--- config.mk ---
export PLATFORM = sky130hd
export DESIGN_NAME = ppc60x_bus_arbiter_flat
export DESIGN_NICKNAME = d
export VERILOG_FILES = /design/src/rtl/ppc60x_bus_arbiter_if.sv /design/src/rtl/ppc60x_bus_arbiter.sv /design/src/flat_wrapper.sv
export SDC_FILE = /design/constraint.sdc
export NUM_CORES = 1
export LEC_CHECK = 0
export ABC_AREA = 1
export BUFFER_PORTS_ARGS = -buffer_cell sky130_fd_sc_hd__buf_2
export CORE_MARGIN = 3
export CORE_UTILIZATION = 25
export DETAILED_ROUTE_END_ITERATION = 16
export HOLD_SLACK_MARGIN = 0.08
export PLACE_DENSITY = 0.44
export SLEW_MARGIN = 20
export SYNTH_ARGS = -nofsm -noshare
export SYNTH_HDL_FRONTEND = slang
export SYNTH_SLANG_ARGS = --single-unit
export TNS_END_PERCENT = 1
--- constraint.sdc ---
create_clock -name CLK -period 3.55 [get_ports CLK]
set_clock_uncertainty 0.1 [all_clocks]
set_input_delay 0.1775 -clock CLK [delete_from_list [all_inputs] [get_ports CLK]]
set_output_delay 0.1775 -clock CLK [all_outputs]
set_load 0.005 [all_outputs]
--- src/rtl/ppc60x_bus_arbiter_if.sv ---
// Shared PowerPC 60x arbitration wires: bus requests and handshakes toward the
// arbiter, address/data grants and busy flags back out.
interface ppc60x_bus_arbiter_if #(
  parameter int unsigned N_MASTERS = 2
);
  logic [N_MASTERS-1:0] BR;
  logic                 TS;
  logic [4:0]           TT;
  logic                 TBST;
  logic                 AACK;
  logic                 ARTRY;
  logic                 TA;
  logic [N_MASTERS-1:0] BG;
  logic [N_MASTERS-1:0] DBG;
  logic                 ABUSY;
  logic                 DBUSY;

  modport master (
    output BR, TS, TT, TBST, AACK, ARTRY, TA,
    input  BG, DBG, ABUSY, DBUSY
  );

  modport slave (
    input  BR, TS, TT, TBST, AACK, ARTRY, TA,
    output BG, DBG, ABUSY, DBUSY
  );
endinterface

--- src/rtl/ppc60x_bus_arbiter.sv ---
// PowerPC 60x central arbiter: round-robin address grants, data grants issued
// in address-acknowledge order through a small tenure queue.
module ppc60x_bus_arbiter #(
  parameter int unsigned N_MASTERS  = 2,
  parameter int unsigned PIPE_DEPTH = 2,
  parameter int unsigned TS_TIMEOUT = 4
) (
  input logic                 CLK,
  input logic                 RST,
  ppc60x_bus_arbiter_if.slave bus
);
  localparam int unsigned OWN_W  = 2;
  localparam int unsigned CNT_W  = 2;
  localparam int unsigned TCNT_W = $clog2(TS_TIMEOUT + 1);

  typedef enum logic [1:0] {A_IDLE, A_GRANT, A_TENURE, A_WIN} a_state_e;
  typedef enum logic [1:0] {D_IDLE, D_GRANT, D_TENURE}        d_state_e;

  typedef struct packed {
    logic [OWN_W-1:0] owner;
    logic             burst;
  } q_entry_t;

  a_state_e             a_state_q, a_state_d;
  d_state_e             d_state_q, d_state_d;
  logic [N_MASTERS-1:0] bg_q, bg_d, dbg_q, dbg_d;
  logic                 abusy_q, abusy_d, dbusy_q, dbusy_d;
  logic [OWN_W-1:0]     rr_ptr_q, rr_ptr_d, a_owner_q, a_owner_d;
  logic                 a_burst_q, a_burst_d, a_aonly_q, a_aonly_d;
  logic [TCNT_W-1:0]    tcnt_q, tcnt_d;
  logic [1:0]           beat_q, beat_d;
  q_entry_t             q_mem_q [2];
  q_entry_t             q_mem_d [2];
  logic                 q_wr_q, q_wr_d, q_rd_q, q_rd_d;
  logic [CNT_W-1:0]     q_cnt_q, q_cnt_d;

  logic                 push, pop, found;
  logic [OWN_W-1:0]     pick, cand;
  logic [3:0]           req;
  q_entry_t             head;
  logic                 unused_tt;

  assign unused_tt = ^{bus.TT[4], bus.TT[2:0]};

  function automatic logic [N_MASTERS-1:0] grant_n(input logic [OWN_W-1:0] idx);
    logic [3:0] v;
    v      = 4'hF;
    v[idx] = 1'b0;
    return v[N_MASTERS-1:0];
  endfunction

  // Queue pointers toggle for a two-entry queue and stay put for a single entry.
  function automatic logic q_next(input logic p);
    return (PIPE_DEPTH > 1) ? ~p : 1'b0;
  endfunction

  always_comb begin
    a_state_d = a_state_q;
    d_state_d = d_state_q;
    bg_d      = '1;
    dbg_d     = '1;
    rr_ptr_d  = rr_ptr_q;
    a_owner_d = a_owner_q;
    a_burst_d = a_burst_q;
    a_aonly_d = a_aonly_q;
    tcnt_d    = tcnt_q;
    beat_d    = beat_q;
    q_mem_d   = q_mem_q;
    q_wr_d    = q_wr_q;
    q_rd_d    = q_rd_q;
    push      = 1'b0;
    pop       = 1'b0;
    head      = q_mem_q[q_rd_q];
    cand      = '0;

    // Round-robin search starting just after the last granted master.
    req                = '0;
    req[N_MASTERS-1:0] = ~bus.BR;
    found              = 1'b0;
    pick               = rr_ptr_q;
    for (int i = 1; i <= int'(N_MASTERS); i++) begin
      cand = OWN_W'((int'(rr_ptr_q) + i) % int'(N_MASTERS));
      if (!found && req[cand]) begin
        found = 1'b1;
        pick  = cand;
      end
    end

    unique case (a_state_q)
      A_IDLE: begin
        // No tenure is in flight while idle, so only queued tenures count.
        if (found && (q_cnt_q < CNT_W'(PIPE_DEPTH))) begin
          bg_d      = grant_n(pick);
          rr_ptr_d  = pick;
          a_owner_d = pick;
          tcnt_d    = '0;
          a_state_d = A_GRANT;
        end
      end
      A_GRANT: begin
        if (!bus.TS) begin
          a_burst_d = !bus.TBST;
          a_aonly_d = bus.TT[3];
          a_state_d = A_TENURE;
        end else if (tcnt_q == TCNT_W'(TS_TIMEOUT - 1)) begin
          a_state_d = A_IDLE;
        end else begin
          tcnt_d = tcnt_q + TCNT_W'(1);
          bg_d   = grant_n(a_owner_q);
        end
      end
      A_TENURE: begin
        if (!bus.AACK) a_state_d = A_WIN;
      end
      A_WIN: begin
        push      = bus.ARTRY && !a_aonly_q;
        a_state_d = A_IDLE;
      end
      default: a_state_d = A_IDLE;
    endcase

    unique case (d_state_q)
      D_IDLE: begin
        if (q_cnt_q != '0) begin
          dbg_d     = grant_n(head.owner);
          d_state_d = D_GRANT;
        end
      end
      D_GRANT: begin
        beat_d    = '0;
        d_state_d = D_TENURE;
      end
      D_TENURE: begin
        if (!bus.TA) begin
          if (beat_q == (head.burst ? 2'd3 : 2'd0)) begin
            pop       = 1'b1;
            d_state_d = D_IDLE;
          end else begin
            beat_d = beat_q + 2'd1;
          end
        end
      end
      default: d_state_d = D_IDLE;
    endcase

    if (push) begin
      q_mem_d[q_wr_q].owner = a_owner_q;
      q_mem_d[q_wr_q].burst = a_burst_q;
      q_wr_d                = q_next(q_wr_q);
    end
    if (pop) q_rd_d = q_next(q_rd_q);
    q_cnt_d = q_cnt_q + CNT_W'(push) - CNT_W'(pop);

    abusy_d = (a_state_d != A_IDLE);
    dbusy_d = (d_state_d != D_IDLE);
  end

  always_ff @(posedge CLK) begin
    if (RST) begin
      a_state_q <= A_IDLE;
      d_state_q <= D_IDLE;
      bg_q      <= '1;
      dbg_q     <= '1;
      abusy_q   <= 1'b0;
      dbusy_q   <= 1'b0;
      rr_ptr_q  <= OWN_W'(N_MASTERS - 1);
      a_owner_q <= '0;
      a_burst_q <= 1'b0;
      a_aonly_q <= 1'b0;
      tcnt_q    <= '0;
      beat_q    <= '0;
      q_wr_q    <= 1'b0;
      q_rd_q    <= 1'b0;
      q_cnt_q   <= '0;
      for (int i = 0; i < 2; i++) q_mem_q[i] <= '0;
    end else begin
      a_state_q <= a_state_d;
      d_state_q <= d_state_d;
      bg_q      <= bg_d;
      dbg_q     <= dbg_d;
      abusy_q   <= abusy_d;
      dbusy_q   <= dbusy_d;
      rr_ptr_q  <= rr_ptr_d;
      a_owner_q <= a_owner_d;
      a_burst_q <= a_burst_d;
      a_aonly_q <= a_aonly_d;
      tcnt_q    <= tcnt_d;
      beat_q    <= beat_d;
      q_wr_q    <= q_wr_d;
      q_rd_q    <= q_rd_d;
      q_cnt_q   <= q_cnt_d;
      q_mem_q   <= q_mem_d;
    end
  end

  assign bus.BG    = bg_q;
  assign bus.DBG   = dbg_q;
  assign bus.ABUSY = abusy_q;
  assign bus.DBUSY = dbusy_q;
endmodule
--- src/flat_wrapper.sv ---
// flat-port wrapper written by rule: the top's interface ports become plain ports
module ppc60x_bus_arbiter_flat 
#(
  parameter int unsigned N_MASTERS  = 2,
  parameter int unsigned PIPE_DEPTH = 2,
  parameter int unsigned TS_TIMEOUT = 4
)
  (CLK, RST, bus_BR, bus_TS, bus_TT, bus_TBST, bus_AACK, bus_ARTRY, bus_TA, bus_BG, bus_DBG, bus_ABUSY, bus_DBUSY);
  ppc60x_bus_arbiter_if #(.N_MASTERS(N_MASTERS)) bus_i ();
  input logic CLK;
  input logic RST;
  input wire logic [$bits(bus_i.BR)-1:0] bus_BR;
  input wire logic [$bits(bus_i.TS)-1:0] bus_TS;
  input wire logic [$bits(bus_i.TT)-1:0] bus_TT;
  input wire logic [$bits(bus_i.TBST)-1:0] bus_TBST;
  input wire logic [$bits(bus_i.AACK)-1:0] bus_AACK;
  input wire logic [$bits(bus_i.ARTRY)-1:0] bus_ARTRY;
  input wire logic [$bits(bus_i.TA)-1:0] bus_TA;
  output wire logic [$bits(bus_i.BG)-1:0] bus_BG;
  output wire logic [$bits(bus_i.DBG)-1:0] bus_DBG;
  output wire logic [$bits(bus_i.ABUSY)-1:0] bus_ABUSY;
  output wire logic [$bits(bus_i.DBUSY)-1:0] bus_DBUSY;
  assign bus_i.BR = bus_BR;
  assign bus_i.TS = bus_TS;
  assign bus_i.TT = bus_TT;
  assign bus_i.TBST = bus_TBST;
  assign bus_i.AACK = bus_AACK;
  assign bus_i.ARTRY = bus_ARTRY;
  assign bus_i.TA = bus_TA;
  assign bus_BG = bus_i.BG;
  assign bus_DBG = bus_i.DBG;
  assign bus_ABUSY = bus_i.ABUSY;
  assign bus_DBUSY = bus_i.DBUSY;
  ppc60x_bus_arbiter #(.N_MASTERS(N_MASTERS), .PIPE_DEPTH(PIPE_DEPTH), .TS_TIMEOUT(TS_TIMEOUT)) u_core (.CLK(CLK), .RST(RST), .bus(bus_i));
endmodule
Word-level counts from Yosys, hierarchy flattened:

Index checks and enable logic that the tools add are counted.

* bits in registers: 31
* input port bits: 14

* magnitude comparators: 12
* equality and inequality tests: 12
* bitwise logic cells: 13
* mux-type cells: 48
* reduce and logical (&&, ||, !) cells: 22
* add/sub/neg operators: 6

Operator list (number)
* 2-bit 2-to-1 mux: 15
* 3-bit 2-to-1 mux: 7
* 2-bit by 3-bit less-than comparator with 1-bit output, second input constant: 5
* 6-bit bitwise mux: 2
* 1-bit 2-to-1 mux: 12
* 2-bit nonzero test: 5
* 2-bit != test, second input constant: 4
* 2-bit NOT: 4
* 2-bit case mux with 2 select lines: 2
* 2-bit case mux with 4 select lines: 1
* 1-bit logical AND: 7
* 1-bit demux with 2-bit select: 3
* 3-bit demux with 1-bit select: 2
* 2-bit equality test, second input constant: 3
* 2-bit by 1-bit >= comparator with 1-bit output, second input constant: 3
* 2-bit case mux with 3 select lines: 1
* 3-bit case mux with 2 select lines: 1
* 1-bit NOT: 5
* 1-bit binary-select mux with 2-bit select: 2
* 2-bit by 1-bit equality test with 1-bit output, second input constant: 2
* 2-bit >= comparator, second input constant: 2
* 2-bit logical NOT: 2
* 1-bit NOT with 2-bit output: 2
* 2-bit AND reduction: 2
* other kinds (15): 19

Depth between registers and ports, before layout:

Gate-level depths: netlist of run 1.

* depth in word-level cells: 15
* depth in mapped cells: 13

Least setup slack after synthesis of run 1:

OpenSTA, ideal clock, no wires.

* path kind: register to register
* start: register u_core.q_rd_q
* end: register u_core.q_cnt_q[1]
* setup time: 0.121 ns
* cell stages (with the launch flop): 14
* buffers on the path: 0
* clock period less this slack: 1.784 ns
* arrival time: 1.563 ns
* path slack: 1.766 ns
* cells stage by stage: dfxtp_1 -> inv_1 -> nand2_1 -> nand2_1 -> nand2_1 -> nand2_1 -> nand2_1 -> inv_1 -> ha_1 -> inv_1 -> ha_1 -> xnor2_1 -> o21ai_0 -> a21oi_1

* cells in the longest elaborated chain, start to end: 10

RTL lines
* start: declaration: RTL line ppc60x_bus_arbiter.sv:34 `logic q_wr_q, q_wr_d, q_rd_q, q_rd_d;`
* start signal: assignment: RTL line ppc60x_bus_arbiter.sv:190 `q_rd_q <= q_rd_d;`
* 1-bit NOT with 2-bit output (not written as such): RTL line ppc60x_bus_arbiter.sv:73 `head = q_mem_q[q_rd_q];`
* 3-bit 2-to-1 mux (not written as such) (3 in series): RTL line ppc60x_bus_arbiter.sv:73
* 2-bit 2-to-1 mux: RTL line ppc60x_bus_arbiter.sv:135 `if (beat_q == (head.burst ? 2'd3 : 2'd0)) begin`
* 2-bit equality test: RTL line ppc60x_bus_arbiter.sv:135
* 1-bit 2-to-1 mux: RTL line ppc60x_bus_arbiter.sv:135
* 1-bit 2-to-1 mux: RTL line ppc60x_bus_arbiter.sv:134 `if (!bus.TA) begin`
* 1-bit 2-to-1 mux: RTL line ppc60x_bus_arbiter.sv:122 `unique case (d_state_q)`
* named net u_core.pop: RTL line ppc60x_bus_arbiter.sv:37 `logic push, pop, found;`
* 2-bit by 1-bit subtractor with 2-bit output: RTL line ppc60x_bus_arbiter.sv:152 `q_cnt_d = q_cnt_q + CNT_W'(push) - CNT_W'(pop);`
* end signal: assignment: RTL line ppc60x_bus_arbiter.sv:191 `q_cnt_q <= q_cnt_d;`
* end: declaration: RTL line ppc60x_bus_arbiter.sv:35 `logic [CNT_W-1:0] q_cnt_q, q_cnt_d;`

The timed path passes the listed nets, and every way through them passes these cells. The select of a mux whose other input is x is not followed.
A chain may end at the register's enable or synchronous reset.

Final worst setup path of run 1:

Same ends and word-level chain as after synthesis.

==> results of run 1 <==
## routing by layer
metal / global-route usage / share of wire
met1: 0.121 / 0.52
met3: 0.0321 / 0.043
met2: 0.140 / 0.41
met4: 0.0524 / 0.018
met5: 0 / 0
## critical path, delay by kind of cell, from the launching register on
| family | cells | cell delay [ns] |
|---|---|---|
| xor gates and xnor gates | 1 | 0.18 |
| adders and majority gates | 2 | 0.45 |
| and+or+nand+nor | 5 | 0.34 |
| buffers and inverters | 3 | 0.17 |
| DFF | 1 | 0.42 |
| AOI/OAI and AO/OA | 2 | 0.23 |
## worst paths after layout
kind	start	slack (ns)	end
min reg2reg	u_core.q_mem_q[5]	0.35	u_core.q_mem_q[5]
max reg2reg	u_core.q_rd_q	1.60	u_core.q_cnt_q[1]
min	bus_AACK	0.09	u_core.a_state_q[0]
max	u_core.q_rd_q	1.60	u_core.q_cnt_q[1]
## flip-flops by register name, summed over array words and instances, names as in the netlist, 2 cells and up
register / flops
u_core.bus.BG: 2
u_core.d_state_q: 2
u_core.rr_ptr_q: 2
u_core.q_cnt_q: 2
u_core.beat_q: 2
u_core.q_mem_q: 6
u_core.tcnt_q: 3
u_core.a_state_q: 2
u_core.bus.DBG: 2
## Yosys cell counts (2+ instances only)
library cell	number
nand3_1	6
o21ai_0	11
nor3_1	2
nand2_2	3
o211ai_1	2
nor4_1	2
nand2_1	44
dfxtp_1	30
ha_1	5
nor2_1	20
a21oi_1	12
inv_1	28
## kinds of logic after synthesis
kind of cell | synth area share
simple gates | 0.270
buf+inv | 0.0939
flops | 0.460
compound gates | 0.121
fa+ha+maj | 0.0479
xor+xnor | 0.00671
## report_power, final
part           total, mW  switching (mW)  internal, mW
Combinational     0.0704          0.0435        0.0269
Clock              0.255           0.124         0.131
Sequential         0.363         0.00958         0.353
## per-stage QoR
stage | area (um^2) | setup WS, ns
6_report | 1550 | 1.60
5_1_grt | 1550 | 1.33
4_1_cts | 1550 | 1.58
3_5_place_dp | 1460 | 1.60
3_3_place_gp | 1460 | 1.62
2_1_floorplan | 1310 | 1.77
## final cells by class
type / count / share of cell area
Multi-Input combinational cell: 116 / 0.374
Sequential cell: 30 / 0.386
Inverter: 30 / 0.0733
Timing Repair Buffer: 17 / 0.0612
Clock inverter: 2 / 0.00644
Tap cell: 67 / 0.0539
Clock buffer: 5 / 0.0443
==> results.yml, run 1 <==
global_route:
  grt_max_degree: 16
  grt_pass1_wl_mm: 4.50
  grt_antenna_before_repair: 0
  grt_pass1_vias: 993
  grt.overflow.total: 0
  grtUsageTotal: 0.0952
worst_hold_path:
  holdPathStages: 4
  hp-class: "in -> reg"
logic_synthesis:
  yosysSeqAreaShare: 0.460
  syn_nets: 197
  ys.flop_type: "dfxtp_1"
  synthCells: 178
  synth_area_um2: 1310
  synth-seq-cells: 30
  synth_warnings: 0
  yosys.area.top_type: "dfxtp_1"
  synthArstFlopShare: 0
  synth_edf_count: 0
  synth_top_area_share: 0.460
  postSynthAreaPerCell_um2: 7.33
  synthTopCellsByArea: "dfxtp_1 (46%), nand2_1 (13%), inv_1 (8.1%)"
  synth_cell_types: 25
clocking:
  clk_pin_slew_ns: 0.06
  worstSkewPairLatency_ns: 0.27
  cts_hold_buf: 2
  clock_sinks: 30
  cts-resized-gates: 0
  clockBufferDepth: 2
  cts-htree-levels: 2
  cts_tree: "done"
  ctsRootBufferMaster: "clkbuf_8"
  cts_inserted_buffers: 5
  cts_setup_buffers: 0
finish:
  multi_input_area_um2: 582
  drive_gt1_frac: 0.150
  layout_commonest_cell: "nand2_1"
  ff_latch_area_um2: 601
  finish.utilization: 0.318
  nNetsFinal: 219
  layout_common_cells: "nand2_1 (44), dfxtp_1 (30), inv_1 (28)"
  antenna_cells: 0
  fillers: 551
  area_delta_synth_final_pct: 19.1
  layout.cells.non_filler: 267
sta:
  fmax_mhz: 512
  setup_violations: 0
  worstMarginPinSlew_ns: 0.408
  fin_crit_ns: 1.95
  finalCritPeriodShare: 0.550
  slew_viol_final: 0
  maxSlewHeadroom: 0.728
  setup_tns_ns: 0
  hold_violations: 0
  rsz0062_at_grt: "no"
  timing.hold.ws_ns: 0.0934
die:
  start_util: 0.267
  die_h_um: 78.3
  die_w_um: 78.3
  core-area_um2: 4880
  io_pins: 20
  rows: 25
  die_area_um2: 6120
worst_setup_path:
  required_ns: 3.66
  crit_type: "reg -> reg"
  crit_top_cell: "nand2_1"
  cp_slowest_cell: "dfxtp_1"
  crit_fanout: 7
  cp-start-kind: "register"
  cp-end-kind: "register"
  rr_worst_depth: 13
  cp_cell_sequence: "inv_1 -> nand2_1 -> nand2_1 -> nand2_1 -> nand2_1 -> nand2_1 -> inv_1 -> ha_1 -> inv_1 -> ha_1 -> xnor2_1 -> o21ai_0 -> a21oi_1"
  crit_arrival_ns: 2.06
  slowest_delay_ns: 0.42
detailed_routing:
  vias_per_cell: 4.07
  remaining_drc_errors: 0
  ant_nets: 0
  wl_per_cell_um: 9.42
  wirelength_mm: 2.51
  vias: 1087
  drt_iter0_markers: 54
  drt-pass1-iter-count: 4
placed_design:
  post-dp-hpwl_mm: 1.85
  gp_congestion: 0.740
  numPortBuffers: 15
  dp_cells: 258
power_and_ir_drop:
  power.static_leakage_nw: 0.733
  power_mw: 0.688
  ir_drop_mv: 0.203
  powerDensity_nw_per_um2: 443
job:
  drv_cap: 0
outcome:
  outcome: "finished, final reports clean"
Note: power is estimated with default switching activity, not from simulation.
==> run 2: changes to the inputs <==
==> constraint.sdc (replaced) <==
create_clock -name CLK -period 1.8 [get_ports CLK]
set_clock_uncertainty 0.1 [all_clocks]
set_input_delay 0.09 -clock CLK [delete_from_list [all_inputs] [get_ports CLK]]
set_output_delay 0.09 -clock CLK [all_outputs]
set_load 0.005 [all_outputs]
==> results.yml, run 2 (same netlist as run 1, synthesis figures left out) <==
outcome:
  outcome: "finished, final reports clean"
die:
  rows: 25
  start_util: 0.267
  die_w_um: 78.3
  io_pins: 20
  die_h_um: 78.3
  die_area_um2: 6120
  core-area_um2: 4880
power_and_ir_drop:
  power_mw: 1.36
  powerDensity_nw_per_um2: 788
  power.static_leakage_nw: 0.795
  ir_drop_mv: 0.330
worst_setup_path:
  crit_fanout: 3
  crit_type: "reg -> reg"
  slowest_delay_ns: 0.34
  crit_family: "adder cells"
  crit_top_cell: "nand2_2"
  worstSetupStartpoint: "u_core.q_rd_q"
  required_ns: 1.86
  cp_slowest_cell: "dfxtp_2"
  cp-end-kind: "register"
  cp_cell_sequence: "inv_2 -> nand2_2 -> nand2_2 -> nand2_2 -> nand2_2 -> nand2_2 -> inv_2 -> ha_4 -> inv_2 -> ha_4 -> xnor2_2 -> o21ai_1 -> a21oi_1"
  cp_num_cells: 13
  path_buf_inv: 3
  cp-start-kind: "register"
  worstReg2RegStart: "u_core.q_rd_q"
  rr_worst_depth: 13
  crit_arrival_ns: 1.80
clocking:
  clk_pin_slew_ns: 0.06
  cts_inserted_buffers: 5
  clockBufferDepth: 2
  ctsRootBufferMaster: "clkbuf_8"
  cts-htree-levels: 2
  clock_sinks: 30
  worstSkewPairLatency_ns: 0.27
  cts_tree: "done"
detailed_routing:
  wirelength_mm: 2.72
  ant_nets: 0
  vias_per_cell: 4.16
  wl_per_cell_um: 9.73
  remaining_drc_errors: 0
  vias: 1165
  drt-pass1-iter-count: 4
  drt_iter0_markers: 63
sta:
  rsz0062_at_grt: "yes"
  setup_violations: 0
  setup_tns_ns: 0
  hold_violations: 0
  fmax_mhz: 573
  slew_viol_final: 0
  fin_crit_ns: 1.74
  finalCritPeriodShare: 0.969
  maxSlewHeadroom: 0.739
  worstMarginPinSlew_ns: 0.392
  fin_ws_ns: 0.0555
placed_design:
  gp_congestion: 0.754
  place_ws_ns: -0.0356
  post-dp-hpwl_mm: 1.93
  numPortBuffers: 15
finish:
  fillers: 534
  layout_common_cells: "nand2_1 (38), dfxtp_1 (28), inv_1 (25)"
  largest_register: "u_core.q_mem_q"
  nNetsFinal: 232
  layout_commonest_cell: "nand2_1"
  reg.largest.list: "u_core.q_mem_q: 6 flops, u_core.tcnt_q: 3 flops"
  antenna_cells: 0
  largest_reg_flops: 6
  area_delta_synth_final_pct: 32.0
  drive_gt1_frac: 0.268
global_route:
  grt.overflow.total: 0
  grt_antenna_before_repair: 0
  grt_max_degree: 16
  grt_pass1_vias: 1108
  grtUsageTotal: 0.101
  grt_pass1_wl_mm: 4.85
job:
  drv_cap: 0
worst_hold_path:
  holdCritStartpoint: "bus_TA"
  holdPathStages: 7
  hp-class: "in -> reg"
run 2: cell count changes in the layout (fill, tap and decap cells not counted), sizes merged:
cell,change
buf,+10
dlygate4sd3,+3
run 2: final cells by class:
type	instances	area (um^2)	share of cell area
Timing Repair Buffer	30	204	0.118
Clock buffer	5	68.8	0.0399
Multi-Input combinational cell	116	639	0.371
Sequential cell	30	603	0.350
Tap cell	67	83.8	0.0487
Inverter	30	114	0.0661
Clock inverter	2	10.0	0.00581
run 2: path summary, 6_finish.rpt:
kind / to / slack [ns]
setup reg to reg: u_core.q_cnt_q[1] / 0.06
hold / removal: u_core.d_state_q[1] / 0.13
setup / recovery: u_core.q_cnt_q[1] / 0.06
hold reg to reg: u_core.q_mem_q[5] / 0.35
run 2: worst reg2reg max path: cells and delay by family, from the launching register on:
| kind | cells | cell delay (ns) |
|---|---|---|
| xor gates and xnor gates | 1 | 0.13 |
| buffers and inverters | 3 | 0.13 |
| adders and majority gates | 2 | 0.40 |
| AOI/OAI and AO/OA | 2 | 0.17 |
| DFF | 1 | 0.34 |
| and+or+nand+nor | 5 | 0.38 |
run 2: timing repair:
item / in CTS / in global routing
buffers inserted: 5 / 2
setup endpoints to repair: 1 / 4
pin swaps: 4 / 9
resized for setup: 4 / 16
hold buffers: 5 / 0
hold endpoints to repair: 5 / 0
run 2: stage by stage:
step / hold WS (ns) / instances / instance area, um^2 / util
CTS: 0.102 / 279 / 1660 / 0.341
floorplan: 0.0670 / 178 / 1310 / -
detailed placement: 0.273 / 262 / 1490 / 0.304
global placement: 0.272 / 262 / 1490 / 0.304
finish: 0.134 / 280 / 1720 / 0.353
global route: 0.147 / 280 / 1720 / 0.353
run 2: power breakdown:
group	internal, mW	total, mW	switching, mW	leakage (nW)
Combinational	0.0638	0.154	0.0898	0.506
Sequential	0.696	0.715	0.0192	0.245
Clock	0.259	0.488	0.230	0.0438
run 2: layer usage:
metal	GRT usage	vias to the layer above	routed length, um	part of all wire
li1	-	629	-	-
met1	0.126	512	1310	0.48
met2	0.159	19	1270	0.47
met3	0.0310	5	96	0.035
met4	0.0420	0	38	0.014
met5	0	-	0	0
